<file path="config.mk">
export PLATFORM = sky130hd
export DESIGN_NAME = piso_serializer_flat
export DESIGN_NICKNAME = d
export VERILOG_FILES = /design/src/rtl/piso_serializer_if.sv /design/src/rtl/piso_serializer.sv /design/src/flat_wrapper.sv
export SDC_FILE = /design/constraint.sdc
export NUM_CORES = 1
export LEC_CHECK = 0
export ABC_AREA = 1
export ABC_CLOCK_PERIOD_IN_PS = 2690
export CAP_MARGIN = 40
export CORE_ASPECT_RATIO = 0.9
export CORE_MARGIN = 3
export CORE_UTILIZATION = 30
export DETAILED_ROUTE_END_ITERATION = 10
export GPL_ROUTABILITY_DRIVEN = 1
export PLACE_DENSITY = 0.52
export SLEW_MARGIN = 5
export SYNTH_ARGS = -nofsm -noshare
export SYNTH_HDL_FRONTEND = slang
export SYNTH_SLANG_ARGS = --single-unit
</file>
<file path="constraint.sdc">
create_clock -name clk -period 2.69 [get_ports clk]
set_input_delay 0.538 -clock clk [delete_from_list [all_inputs] [get_ports clk]]
set_output_delay 0.538 -clock clk [all_outputs]
set_load 0.05 [all_outputs]
</file>
<file path="src/rtl/piso_serializer_if.sv">
// Handshake and serial-output bundle for piso_serializer.
// The producer uses master; the serializer uses slave.
interface piso_serializer_if #(
    parameter int WIDTH = 8
);
    logic [WIDTH-1:0] din;
    logic             load_valid;
    logic             load_ready;
    logic             so;
    logic             so_valid;
    logic             busy;
    logic             done;

    modport master (
        output din, load_valid,
        input  load_ready, so, so_valid, busy, done
    );

    modport slave (
        input  din, load_valid,
        output load_ready, so, so_valid, busy, done
    );
endinterface

</file>
<file path="src/rtl/piso_serializer.sv">
// Parallel-in serial-out stage with a valid/ready load port and gapless back-to-back frames.
// Defining PISO_PARITY_EN appends an even-parity bit to each frame.
module piso_serializer #(
    parameter int WIDTH     = 8,
    parameter bit MSB_FIRST = 1'b1
) (
    input  logic             clk,
    input  logic             reset,
    piso_serializer_if.slave bus
);
    localparam int            CW   = (WIDTH > 1) ? $clog2(WIDTH) : 1;
    localparam logic [CW-1:0] LAST = CW'(WIDTH - 1);

`ifdef PISO_PARITY_EN
    typedef enum logic [1:0] {IDLE, SHIFT, PARITY} state_t;
`else
    typedef enum logic [1:0] {IDLE, SHIFT} state_t;
`endif

    state_t           state, state_n;
    logic [CW-1:0]    cnt, cnt_n;
    logic [WIDTH-1:0] sreg, sreg_n;
    logic             so_r, so_n;
    logic             sov_r, sov_n;
    logic             last;
    logic             accept;
`ifdef PISO_PARITY_EN
    logic             par, par_n;
`endif

    function automatic logic head(input logic [WIDTH-1:0] w);
        return MSB_FIRST ? w[WIDTH-1] : w[0];
    endfunction

    function automatic logic [WIDTH-1:0] advance(input logic [WIDTH-1:0] w);
        return MSB_FIRST ? (w << 1) : (w >> 1);
    endfunction

    // The last frame cycle doubles as the load window for the next word.
    always_comb begin
`ifdef PISO_PARITY_EN
        last = (state == PARITY);
`else
        last = (state == SHIFT) && (cnt == LAST);
`endif
    end

    assign accept         = bus.load_valid && ((state == IDLE) || last);
    assign bus.load_ready = (state == IDLE) || last;
    assign bus.done       = last;
    assign bus.busy       = (state != IDLE);
    assign bus.so         = so_r;
    assign bus.so_valid   = sov_r;

    always_comb begin
        state_n = state;
        cnt_n   = cnt;
        sreg_n  = sreg;
        so_n    = 1'b0;
        sov_n   = 1'b0;
`ifdef PISO_PARITY_EN
        par_n   = par;
`endif
        if (accept) begin
            state_n = SHIFT;
            cnt_n   = '0;
            so_n    = head(bus.din);
            sov_n   = 1'b1;
            sreg_n  = advance(bus.din);
`ifdef PISO_PARITY_EN
            par_n   = ^bus.din;
`endif
        end else begin
            case (state)
                IDLE: ;
                SHIFT: begin
                    if (cnt == LAST) begin
`ifdef PISO_PARITY_EN
                        state_n = PARITY;
                        so_n    = par;
                        sov_n   = 1'b1;
`else
                        state_n = IDLE;
                        cnt_n   = '0;
`endif
                    end else begin
                        cnt_n  = cnt + 1'b1;
                        so_n   = head(sreg);
                        sov_n  = 1'b1;
                        sreg_n = advance(sreg);
                    end
                end
`ifdef PISO_PARITY_EN
                PARITY: begin
                    state_n = IDLE;
                    cnt_n   = '0;
                end
`endif
                default: begin
                    state_n = IDLE;
                    cnt_n   = '0;
                end
            endcase
        end
    end

    always_ff @(posedge clk or posedge reset) begin
        if (reset) begin
            state <= IDLE;
            cnt   <= '0;
            sreg  <= '0;
            so_r  <= 1'b0;
            sov_r <= 1'b0;
`ifdef PISO_PARITY_EN
            par   <= 1'b0;
`endif
        end else begin
            state <= state_n;
            cnt   <= cnt_n;
            sreg  <= sreg_n;
            so_r  <= so_n;
            sov_r <= sov_n;
`ifdef PISO_PARITY_EN
            par   <= par_n;
`endif
        end
    end
endmodule

</file>
<file path="src/flat_wrapper.sv">
// flat-port wrapper written by rule: the top's interface ports become plain ports
module piso_serializer_flat 
#(
    parameter int WIDTH     = 8,
    parameter bit MSB_FIRST = 1'b1
)
  (clk, reset, bus_din, bus_load_valid, bus_load_ready, bus_so, bus_so_valid, bus_busy, bus_done);
  piso_serializer_if #(.WIDTH(WIDTH)) bus_i ();
  input  logic clk;
  input  logic reset;
  input wire logic [$bits(bus_i.din)-1:0] bus_din;
  input wire logic [$bits(bus_i.load_valid)-1:0] bus_load_valid;
  output wire logic [$bits(bus_i.load_ready)-1:0] bus_load_ready;
  output wire logic [$bits(bus_i.so)-1:0] bus_so;
  output wire logic [$bits(bus_i.so_valid)-1:0] bus_so_valid;
  output wire logic [$bits(bus_i.busy)-1:0] bus_busy;
  output wire logic [$bits(bus_i.done)-1:0] bus_done;
  assign bus_i.din = bus_din;
  assign bus_i.load_valid = bus_load_valid;
  assign bus_load_ready = bus_i.load_ready;
  assign bus_so = bus_i.so;
  assign bus_so_valid = bus_i.so_valid;
  assign bus_busy = bus_i.busy;
  assign bus_done = bus_i.done;
  piso_serializer #(.WIDTH(WIDTH), .MSB_FIRST(MSB_FIRST)) u_core (.clk(clk), .reset(reset), .bus(bus_i));
endmodule
</file>
After elaboration in Yosys (flattened, before gate mapping)
Index checks and enable logic that the tools add are counted.
- register bits: 15
- output and inout bits: 5
- input bits: 11
- $add $sub $neg: 1
- eq/ne operators: 5
- reductions and logical operators: 8
- muxes and demuxes: 15
- operators by type and width (cell ; number):
    8-bit two-way mux ; 3
    1-bit two-way mux ; 6
    3-bit two-way mux ; 2
    3-bit case mux with 2 select lines ; 1
    2-bit two-way mux ; 2
    2-bit by 1-bit != test with 1-bit output (second input constant) ; 2
    2-bit case mux with 2 select lines ; 1
    2-bit AND reduction ; 2
    2-bit nonzero test ; 2
    3-bit by 1-bit adder with 3-bit output (second input constant) ; 1
    3-bit == test (second input constant) ; 1
    3-bit by 2-bit != test with 1-bit output (second input constant) ; 1
    2-bit by 1-bit == test with 1-bit output (second input constant) ; 1
    1-bit logical AND ; 2
    2-bit logical NOT ; 1
    1-bit logical OR ; 1

Logic depth before layout (Yosys ltp)
Gate-level depths: netlist of the first run.
- depth after elaboration: 6
- gate-level depth with buffers: 8
- depth with buffers taken out: 7

Least setup slack after synthesis of the first run
Ideal clock, no wire load.
- path type: reg2out
- start: register u_core.cnt[0]
- end: output port bus_done
- setup slack: 1.048 ns
- path buffers: 0
- data arrival time: 1.104 ns
- cell stages (with the launch flop): 5
- path through: dfrtp_1 ha_1 ha_1 nand2_1 inv_1
- word-level cells in the longest chain between the ends: 2
- RTL lines (item ; line ; text):
    from (decl) ; piso_serializer.sv:21 ; logic [CW-1:0] cnt, cnt_n;
    from (signal assigned) ; piso_serializer.sv:119 ; cnt <= cnt_n;
    3-bit == test ; piso_serializer.sv:44 ; last = (state == SHIFT) && (cnt == LAST);
    1-bit logical AND ; piso_serializer.sv:44 ;
    to (decl) ; flat_wrapper.sv:17 ; output wire logic [$bits(bus_i.done)-1:0] bus_done;
No other way between the ends.

Worst setup path in the final report of the first run
Same ends and word-level chain as after synthesis.

==> flow_results.org, run 1 <==
** Critical path
- RR Endpoint :: u_core.sreg[6]
- Maximum fanout along the worst path :: 3
- Data arrives at the worst endpoint at 1.93 ns.
- Worst reg2reg startpoint :: u_core.cnt[0]
- STA classifies the critical path endpoint as an output port.
- STA puts the critical path data required time at 2.15 ns.
- Setup CP Type :: flip-flop to output port
- In this run the register-to-register setup slack is 1.23 ns.
- Counting cells, the worst reg-to-reg path comes to 6.
- In this run the worst setup path begins at u_core.cnt[0].
- The worst setup path is launched from a flip-flop.

** Power
- IR analysis of the VDD net gives a maximum drop of 0.523 mV.
- After layout, the design draws a total of 0.000788 W.
- PwrDens :: 992 nW/µm²
- The analysis attributes to cell leakage a power of 0.393 nW.

** Detailed routing
- Dividing the detail-routed via count by the number of cells gives ~4.5.
- The final route contains between 500 and 600 vias.
- The routed design has 1.23 mm of wire.
- The first TritonRoute pass finished after 4 iterations.
- Remaining antenna violation count :: 0
- The detailed router finished its first iteration with 9 violations.
- DR WL/cell :: between 10 and 15 µm
- In the routed design, unresolved DRC markers number 0.

** Floorplanning
- For this configuration, the core starts out at a cell density of 34.0%.
- Die Y :: just under 50 µm
- Ports :: 16
- Cell row count :: 14
- From left edge to right edge, the die measures 53.7 µm.
- Die ar. :: 2620 µm²
- After floorplanning, the core was sized to cover 1800 µm².

** GRT
- The initial antenna violation count came to 0.
- Pin count of the biggest net entering global routing :: 21
- Aggregate global routing overflow :: 0
- Vias in the first global route :: 480
- First-pass GRT wire length :: roughly 2.2 mm
- Overall global routing resource usage :: a little under an eighth

** Hold path
- Hold-critical path depth :: 1
- Hold Crit Class :: flip-flop to flip-flop
- For hold timing, the worst endpoint is u_core.cnt[0].
- Hold Crit Start :: u_core.cnt[0]

** Clock tree
- CTS clock-pin slew for the worst setup and hold paths :: 0.08 ns
- Clock latency on the worst-skew pair :: 0.27 ns
- Post-CTS resize count :: 0
- In this run the deepest clock path goes through 2 buffers.
- TritonCTS built the clock tree.
- CTS sink cnt :: 13
- CTS root buf :: sky130_fd_sc_hd__clkbuf_4
- In this run the number of H-tree levels came out at 1.
- Once the clock tree was built, the setup fixing pass inserted 0 buffers.
- Counting the buffers created by CTS gives 3.
- The number of hold buffers added after CTS was 0.

** Cells and area
- Relative to the synthesized area, the layout overhead comes to 29.6%.
- 0 antenna diodes ended up in the layout.
- Fraction of the core area covered by cells at the end of the flow :: between 40% and 50%
- The top cell types in the final layout, fill and taps aside, are 21 x sky130_fd_sc_hd__nand3_1, 21 x sky130_fd_sc_hd__nand2_1, 14 x sky130_fd_sc_hd__clkdlybuf4s50_1.
- Fillers :: 192
- Final cell count without fillers :: 111
- The net count of the finished layout is 101.
- Fraction of final layout cells sized beyond drive strength 1 :: 9.20%

** STA
- Final period util :: 91.7%
- Across the routed clock network, the largest skew measured is 0.00431 ns.
- Fmax :: 406 MHz
- Number of endpoints with negative hold slack in the final report :: 0
- After routing, the total negative slack on setup checks comes to 0 ns.
- Count of endpoints failing setup in the final report :: 0
- The number of slew-limit violations in the final report is 0.
- Time the worst path needs with I/O delays and setup :: roughly 2.5 ns
- Worst Max-Slew Pin Slew :: 0.508 ns
- The worst pin sits at a relative slew slack of 66.1%.
- Setup repair after global routing missed its margin :: no

** Synthesis
- Yosys synthesis warning count :: 0
- Fraction of the mapped netlist area in adder cells :: 4.08%
- Synthesized area divided by synthesized cell count :: 8.76 µm²
- The share of the Yosys chip area taken by registers is 53.1%.
- Dominant combinational cell family by area after synthesis :: simple AND/OR/NAND/NOR gates
- The synthesized netlist devotes 0.816% of its cell area to compound gates.
- Of all cell types, the one taking the most synthesized area is sky130_fd_sc_hd__dfrtp_1.
- Cell variety after synth :: 13
- Share of the synthesized area in the top cell type :: 53.1%
- Largest cells by area after synthesis :: sky130_fd_sc_hd__dfrtp_1 53%, sky130_fd_sc_hd__nand3_1 17%, sky130_fd_sc_hd__nand2_1 13%
- Mux contribution to synthesized area :: 0%
- Xor and xnor fraction of the mapped netlist area :: 0%
- Cell area after technology mapping :: 613 µm²
- Simple-gate area share of the yosys netlist :: roughly a third
- Counting flops and latches in the post-synthesis netlist gives 13.
- Cell count after synthesis :: 70
- Total nets after synthesis :: 83

** Run status
- Result of the run :: finished, final reports clean

** Placed design
- The number of placed instances, taps included, is 107.
- Half-perimeter wire length after placement :: 841 µm
- During placement, the flow inserted port buffers numbering 15.
- Routability-driven placement finished with a final weighted congestion of about 0.67.

** Job
- The tool flagged a number of max-cap violations equal to 0.
==> worst max path at each step <==
stage / end / slack [ns] / cells past startpoint
6_report: bus_done / 0.22 / 5
5_1_grt: bus_done / 0.09 / 5
3_3_place_gp: bus_done / 0.52 / 5
4_1_cts: bus_done / 0.20 / 5
3_5_place_dp: bus_done / 0.51 / 5
2_1_floorplan: bus_done / 1.05 / 4
==> critical path, cell delays in order, from the launching register on <==
cell,delay [ns]
sky130_fd_sc_hd__dfrtp_1,0.37
sky130_fd_sc_hd__ha_1,0.15
sky130_fd_sc_hd__ha_1,0.23
sky130_fd_sc_hd__nand2_1,0.07
sky130_fd_sc_hd__inv_1,0.05
sky130_fd_sc_hd__clkdlybuf4s50_1,0.79
==> Yosys cell counts <==
library cell                n
sky130_fd_sc_hd__buf_4      1
sky130_fd_sc_hd__buf_6      2
sky130_fd_sc_hd__clkinv_1   1
sky130_fd_sc_hd__dfrtp_1   13
sky130_fd_sc_hd__ha_1       2
sky130_fd_sc_hd__inv_1      4
sky130_fd_sc_hd__inv_2      1
sky130_fd_sc_hd__nand2_1   21
sky130_fd_sc_hd__nand2_2    1
sky130_fd_sc_hd__nand3_1   21
sky130_fd_sc_hd__nor2_1     1
sky130_fd_sc_hd__nor2_4     1
sky130_fd_sc_hd__o21ai_1    1
==> registers in the layout (all words and copies together), names as in the netlist <==
register	count
u_core.bus.so	1
u_core.cnt	3
u_core.state	1
u_core.bus.so_valid	1
u_core.sreg	7
==> report_power, final <==
group / switching [W] / internal (W)
logic: 0.000234 / 0.000126
registers: 0.0000400 / 0.000268
clock network: 0.0000624 / 0.0000574
total: 0.000337 / 0.000452
==> cell families after synthesis <==
| group | after synthesis |
|---|---|
| and+or+nand+nor | 45 |
| buffers and inverters | 9 |
| adders and majority gates | 2 |
| DFF | 13 |
| AOI/OAI and AO/OA | 1 |
==> area by class of cell <==
| class | instances | area [µm²] | share of cell area [%] |
|---|---|---|---|
| sequential | 13 | 325 | 40.9 |
| multi-input combinational | 48 | 235 | 29.6 |
| timing repair buffer | 16 | 155 | 19.5 |
| tap | 24 | 30.0 | 3.78 |
| clock buffer | 4 | 26.3 | 3.31 |
| inverter | 6 | 22.5 | 2.83 |
==> layer usage <==
metal  up-vias  part of all wire, %  wire length [µm]  track usage [%]
li1        260                    -                 -                -
met1       224                   51               624             15.6
met2        16                   42               516             16.3
met3         2                  6.2                76             2.75
met4         0                 0.98                12             6.38
met5         -                    0                 0                0
==> stage by stage <==
stage	cell area [µm²]	hold slack, ns	setup WS (ns)
detailed placement	768	0.479	0.511
global placement	768	0.472	0.516
finish	795	0.489	0.224
CTS	795	0.496	0.199
floorplan	613	0.415	1.05
global route	795	0.525	0.0879
(Power assumes the default switching activity.)
==> run 2: changes to the inputs <==
PLACE_DENSITY = 0.65   (was 0.52)
==> run 2 against run 1 <==
Compared with the run above:
- sequential power is essentially flat
- critical path depth unchanged
- register-to-register slack barely moved
- global-route usage decreased by 1.4 points
- flip-flop and latch count stayed put
- core utilization decreased by 0.35 points
- non-clock buffer count is 1 lower
==> flow_results.org, run 2 (synthesis gave the netlist of run 1 again) <==
** Floorplanning
- The number of cell rows came to 14 (unchanged).
- Ports :: 16 (unchanged)
- Standard cell core area :: 1800 µm² (unchanged)
- Die span in x :: 53.7 µm (unchanged)
- The effective utilization at floorplan was 34.0% (unchanged).
- The die footprint came to 2620 µm² (unchanged).
- Die Y :: 48.9 µm (unchanged)

** Cells and area
- The number of inserted diodes came to 0 (unchanged).
- Flip-flop count of the largest register, all copies and words added :: 7 (unchanged)
- More flip-flops sit in one register than any other, and that register is u_core.sreg.
- Compared with the post-synthesis result, the final layout area differs by 28.6%.
- The utilization after layout came to 43.7% (-0.35 points).
- The final-stage net count was 100 (-0.99%).
- Commonest cells after routing, fill and taps aside :: 21 x sky130_fd_sc_hd__nand3_1, 21 x sky130_fd_sc_hd__nand2_1, 14 x sky130_fd_sc_hd__clkdlybuf4s50_1
- The largest registers in the layout are u_core.sreg x7, u_core.cnt x3.
- Final cell count without fillers :: 110 (-0.90%)
- The ratio of cells with drive above 1 in the final layout came to 9.30% (+0.11 points).

** Detailed routing
- The mean routed wirelength per cell was 10.4 µm (-5.9%).
- The starting DRC count in detailed routing came to 7 (-2).
- The number of vias after detailed routing came to 473 (-5.8%).
- The number of routed nets with antenna violations came to 0 (unchanged).
- The iteration count of the initial detailed-routing pass is 4 (unchanged).
- The total detailed-routing wirelength was 1.15 mm (-6.8%).
- The detailed-route DRC error count came to 0 (unchanged).
- Detailed-route vias per instance :: 4.30 (-4.9%)

** Job
- Max_cap viols :: 0 (unchanged)

** Critical path
- In this run the critical register-to-register path is captured at u_core.sreg[5].
- The number of cell instances on the worst register-to-register path is 6 (unchanged).
- Cells traversed along the worst timing path :: ha_1, ha_1, nand2_1, inv_1, clkdlybuf4s50_1
- CP Capture Type :: output port
- The worst setup path is of the flip-flop to output port kind.
- Required time of the critical path :: 2.15 ns (about the same)
- The worst register-to-register path begins at u_core.cnt[0].
- Slowest CP cell :: sky130_fd_sc_hd__clkdlybuf4s50_1
- Origin of the worst setup path :: u_core.cnt[0]
- By instance count, the cell type seen most on the critical path is sky130_fd_sc_hd__ha_1.
- The data arrival time of the critical path is 1.96 ns (+0.03 ns).
- Capture point of the worst path :: bus_done
- The worst setup path is launched from a flip-flop.
- R2r setup slk :: 1.23 ns (about the same)
- The maximum net fanout on the critical path was 3 (unchanged).
- The worst stage delay on the critical path is 0.79 ns (about the same).

** Power
- The power density over cell area is 998 nW/µm² (+0.61%).
- Maximum resistive drop on vdd :: 0.429 mV (-18%)
- Leakage power figure :: 0.391 nW (-0.53%)

** Placed design
- Count of input and output buffers :: 15 (unchanged)
- # placed instances :: 106 (-0.93%)
- The half-perimeter wire length after detailed placement was 858 µm (+2.0%).
- Pre-CTS setup slack :: 0.487 ns (-0.0248 ns)
- The routability congestion estimate was 0.695 (+3.3%).

** GRT
- The largest net degree at the start of global routing is 21 (unchanged).
- The remaining global-route overflow is 0 (unchanged).
- The via count of the first global-routing pass is 439 (-8.5%).
- The initial antenna violation count is 0 (unchanged).
- Overall global routing resource usage :: 10.1% (-1.4 points)
- First-pass GRT wire length :: 1.87 mm (-16%)

** STA
- Fmax :: 400 MHz (-1.4%)
- The final worst-path cycle share is 93.0% (+1.3 points).
- The slew at the pin closest to its max-slew limit was 0.491 ns (-0.0174 ns).
- Worst setup margin :: 0.189 ns (-0.0352 ns)
- Number of endpoints with negative hold slack in the final report :: 0 (unchanged)
- The number of slew-limit violations in the final report came to 0 (unchanged).
- Setup repair after global routing left no endpoint under its margin.
- The setup TNS came to 0 ns (unchanged).
- Time the worst path needs with I/O delays and setup :: 2.50 ns (+0.0352 ns)
- Layout Skew :: 0.00363 ns (-0.000684 ns)
- The final number of setup-violating endpoints came to 0 (unchanged).
- Headroom to the max-slew limit :: 67.2% (+1.1 points)

** Clock tree
- The total clock buffers created by CTS came to 3 (unchanged).
- The number of buffers on the longest clock path is 2 (unchanged).
- Post-CTS repair timing setup buffer count :: 0 (unchanged)
- TritonCTS built the clock tree.
- The insertion delay to the later sink of the worst-skew pair came to 0.28 ns (about the same).
- Htree depth :: 1 (unchanged)
- The total of hold buffers inserted after clock tree synthesis came to 0 (unchanged).
- The number of gates given a new drive strength after cts came to 0 (unchanged).
- The clock slew seen by the registers of the worst setup and hold paths came to 0.08 ns (about the same).
- CTS root buf :: sky130_fd_sc_hd__clkbuf_4
- CTS sink cnt :: 13 (unchanged)

** Run status
- The flow ran to the end, and the final reports show no timing, DRC or antenna violations.

** Hold path
- Hold Crit Class :: flip-flop to flip-flop
- In this run the most critical hold path is launched from u_core.cnt[0].
[run 2: changes by cell type in the layout (fill, tap and decap cells not counted)]
cell,delta
sky130_fd_sc_hd__buf_4,-1
sky130_fd_sc_hd__clkbuf_1,-1
sky130_fd_sc_hd__clkinv_2,+1
[run 2: metrics by stage]
stage	area [µm²]	power, W	hold WS (ns)
3_5_place_dp	761	0.000677	0.479
4_1_cts	788	0.000799	0.493
6_report	788	0.000787	0.487
5_1_grt	788	0.000853	0.507
2_1_floorplan	613	0.000600	0.415
3_3_place_gp	761	0.000663	0.467
[run 2: power breakdown]
| part | internal [W] | total (W) | switching (W) | leakage (nW) |
|---|---|---|---|---|
| Clock | 0.0000551 | 0.000120 | 0.0000653 | 0.0177 |
| Combinational | 0.000127 | 0.000359 | 0.000232 | 0.211 |
| Sequential | 0.000268 | 0.000308 | 0.0000401 | 0.162 |
| Total | 0.000450 | 0.000787 | 0.000337 | 0.391 |
[run 2: layout make-up]
type                            count  area (µm²)
Fill cell                         190        1020
Sequential cell                    13         325
Multi-Input combinational cell     48         235
Timing Repair Buffer               15         148
Tap cell                           24        30.0
Clock buffer                        3        22.5
Inverter                            6        22.5
Clock inverter                      1        5.00
[run 2: worst min path at each step]
| stage | to | depth (start not counted) |
|---|---|---|
| global route | u_core.cnt[0] | 1 |
| finish | u_core.cnt[0] | 1 |
| CTS | u_core.cnt[0] | 1 |
| global placement | u_core.bus.so | 2 |
| detailed placement | u_core.bus.so | 2 |
| floorplan | u_core.bus.so | 1 |
[run 2: routing by layer]
| metal | wire length [µm] | GRT usage (%) | vias to the layer above |
|---|---|---|---|
| li1 | - | - | 259 |
| met1 | 533 | 11.8 | 202 |
| met2 | 522 | 15.1 | 12 |
| met3 | 90 | 6.42 | 0 |
| met4 | 0 | 2.55 | 0 |
| met5 | 0 | 0 | - |
[run 2: critical path, delay by kind of cell, from the launching register on]
family | cells | cell delay [ns]
simple gates | 1 | 0.07
fa+ha+maj | 2 | 0.41
buf+inv | 2 | 0.84
flops | 1 | 0.37
==> run 3: changes to the inputs <==
DONT_BUFFER_PORTS = 1   (was not set)
PLACE_DENSITY = 0.55   (was 0.65)
==> run 3 against run 2 <==
Compared with the run above:
- register-to-register slack lost 0.19 ns
- final cell count decreased by 14%
- global-route usage up 0.44 points
- power down 8.1%
- core utilization shrank 8.3 points
- flip-flop and latch count unchanged
- first-iteration DRC count fell by 14%
- design area shrank 19%
- clock skew grew 0.0014 ns
- combinational power shrank 30%
- critical path depth is 1 lower
- largest power group is now registers
- highest routed layer is now met4
==> flow_results.org, run 3 (synthesis gave the netlist of run 1 again) <==
** Detailed routing
- Remaining antenna violation count :: 0 (unchanged)
- Total wire length :: 1.12 mm (-2.4%)
- The starting DRC count in detailed routing is 6 (-1).
- The number of vias after detailed routing was 452 (-4.4%).
- The ratio of routed vias to standard cells is 4.76 (+11%).
- The mean routed wirelength per cell was 11.8 µm (+13%).
- DR DRC count :: 0 (unchanged)
- The iteration count of the initial detailed-routing pass came to 4 (unchanged).

** GRT
- Initial antenna violation count :: 0 (unchanged)
- The largest net degree at the start of global routing is 21 (unchanged).
- Aggregate global routing overflow :: 0 (unchanged)
- The via count of the first global-routing pass is 418 (-4.8%).
- First-pass GRT wire length :: 1.97 mm (+5.6%)
- The total global routing track utilization came to 10.5% (+0.44 points).

** STA
- Fmax :: 486 MHz (+22%)
- The final critical path time including I/O delays and setup is 2.06 ns (-0.445 ns).
- Worst setup margin :: 0.634 ns (+0.445 ns)
- Setup TNS :: 0 ns (unchanged)
- Count of endpoints failing setup in the final report :: 0 (unchanged)
- The number of failing hold endpoints at the final stage was 0 (unchanged).
- The slew at the pin closest to its max-slew limit came to 0.587 ns (+0.0959 ns).
- Number of pins exceeding their max-slew limit in the final report :: 0 (unchanged)
- Final period util :: 76.4% (-17 points)
- Layout Skew :: 0.00506 ns (+0.00143 ns)
- Setup repair after global routing missed its margin :: no
- The relative slew slack came to 60.9% (-6.3 points).

** Clock tree
- Number of buffers inserted for hold repair after clock tree synthesis :: 0 (unchanged)
- Clock latency on the worst-skew pair :: 0.27 ns (about the same)
- CTS tree :: yes
- The post-CTS setup buffer count is 0 (unchanged).
- The clock slew seen by the registers of the worst setup and hold paths came to 0.08 ns (about the same).
- Inserted Clock Buffers :: 3 (unchanged)
- CTS Buffer Depth :: 2 (unchanged)
- Post-CTS resize count :: 0 (unchanged)
- The number of sinks on the clock net came to 13 (unchanged).
- Htree depth :: 1 (unchanged)
- Clock tree synthesis selected as its root buffer the cell sky130_fd_sc_hd__clkbuf_4.

** Floorplanning
- The die boundary height came to 48.9 µm (unchanged).
- The I/O pin total was 16 (unchanged).
- The die outline width came to 53.7 µm (unchanged).
- The number of cell rows is 14 (unchanged).
- The area of the core came to 1800 µm² (unchanged).
- Initial standard-cell utilization of the core :: 34.0% (unchanged)
- The die footprint was 2620 µm² (unchanged).

** Cells and area
- The utilization after layout was 35.4% (-8.3 points).
- Most flops, register :: u_core.sreg
- Fraction of final layout cells sized beyond drive strength 1 :: 8.45% (-0.85 points)
- Number of nets in the final layout :: 85 (-15%)
- The number of flip-flops in the largest register was 7 (unchanged).
- Layout area overhead :: 4.29%
- Commonest cells after routing, fill and taps aside :: 21 x sky130_fd_sc_hd__nand3_1, 21 x sky130_fd_sc_hd__nand2_1, 13 x sky130_fd_sc_hd__dfrtp_1
- The largest registers in the layout are u_core.sreg x7, u_core.cnt x3.
- The number of inserted diodes came to 0 (unchanged).

** Critical path
- Buffer and inverter count on the worst path :: 1 (-1)
- The maximum net fanout on the critical path came to 20 (+17).
- STA classifies the critical path endpoint as an output port.
- Slowest cell delay on critical path :: 0.43 ns (-0.36 ns)
- Required time of the critical path :: 2.15 ns (about the same)
- Setup CP Type :: flip-flop to output port
- The data arrival time of the critical path came to 1.52 ns (-0.44 ns).
- Walking the worst path, the cells encountered are ha_1, ha_1, inv_2, nand2_2.
- STA classifies the critical path startpoint as a flip-flop.
- For this design, the slowest cell found on the critical path is sky130_fd_sc_hd__nand2_2.
- Critical path's most frequent cell :: sky130_fd_sc_hd__ha_1
- The kind of cell with the highest combined delay along the critical path is simple AND/OR/NAND/NOR gates.

** Power
- Maximum resistive drop on vdd :: 0.455 mV (+6.1%)
- Sw Ratio :: 44.4% (+1.6 points)
- The leakage power summed over all cells is 0.328 nW (-16%).
- The power spent charging and discharging nets was 0.000322 W (-4.7%).
- PwrDens :: 1130 nW/µm² (+13%)
- Internal :: 0.000402 W (-11%)
- The combinational power share came to 34.9% (-11 points).
- Part of the total power dissipated in sequential elements :: 48.6% (+9.5 points)
- The clock share of power is 16.6% (+1.3 points).

** Hold path
- Hold Crit Class :: input pin to asynchronous set/reset pin

** Placed design
- The routability congestion estimate was 0.686 (-1.2%).
- Count of input and output buffers :: 0 (-15)
- The half-perimeter wire length after detailed placement is 811 µm (-5.5%).
- Pre-CTS setup slack :: 0.931 ns (+0.444 ns)

** Job
- Max_cap viols :: 0 (unchanged)

** Run status
- The flow ran to the end, and the final reports show no timing, DRC or antenna violations.
==> run 3: layer usage <==
layer	vias up	routed length, µm	GRT usage, %
li1	228	-	-
met1	201	540	13.5
met2	21	438	13.5
met3	2	131	8.26
met4	0	8	2.55
met5	-	0	0
==> run 3: worst paths after layout <==
| kind | startpoint | endpoint | cells after the start | slack (ns) |
|---|---|---|---|---|
| setup / recovery | u_core.cnt[0] | bus_load_ready | 4 | 0.63 |
| hold / removal | reset | u_core.sreg[7] | 1 | 0.16 |
| setup reg to reg | u_core.cnt[0] | u_core.sreg[7] | 6 | 1.04 |
| hold reg to reg | u_core.sreg[7] | u_core.bus.so | 2 | 0.49 |
| max in group asynchronous | reset | u_core.cnt[1] | 1 | 2.20 |
| min in group clk | bus_din[7] | u_core.bus.so | 2 | 0.40 |
==> run 3: layout make-up <==
type | count | area, µm²
Tap cell | 24 | 30.0
Clock buffer | 4 | 26.3
Sequential cell | 13 | 325
Fill cell | 189 | 1160
Inverter | 6 | 22.5
Multi-Input combinational cell | 48 | 235
==> run 3: power by group through the flow <==
stage               Combinational, W  Clock (W)  Sequential (W)
floorplan                   0.000253          0        0.000348
global placement            0.000259          0        0.000355
detailed placement          0.000255          0        0.000357
CTS                         0.000257   0.000125        0.000353
global route                0.000286   0.000145        0.000363
finish                      0.000252   0.000120        0.000351
==> run 3: per-stage QoR <==
step	instances	hold slack (ns)	power (W)	cell area (µm²)
after floorplan	70	0.415	0.000600	613
after global placement	91	0.470	0.000614	613
after detailed placement	91	0.468	0.000612	613
after CTS	95	0.191	0.000735	639
after global routing	95	0.193	0.000793	639
final	95	0.163	0.000724	639
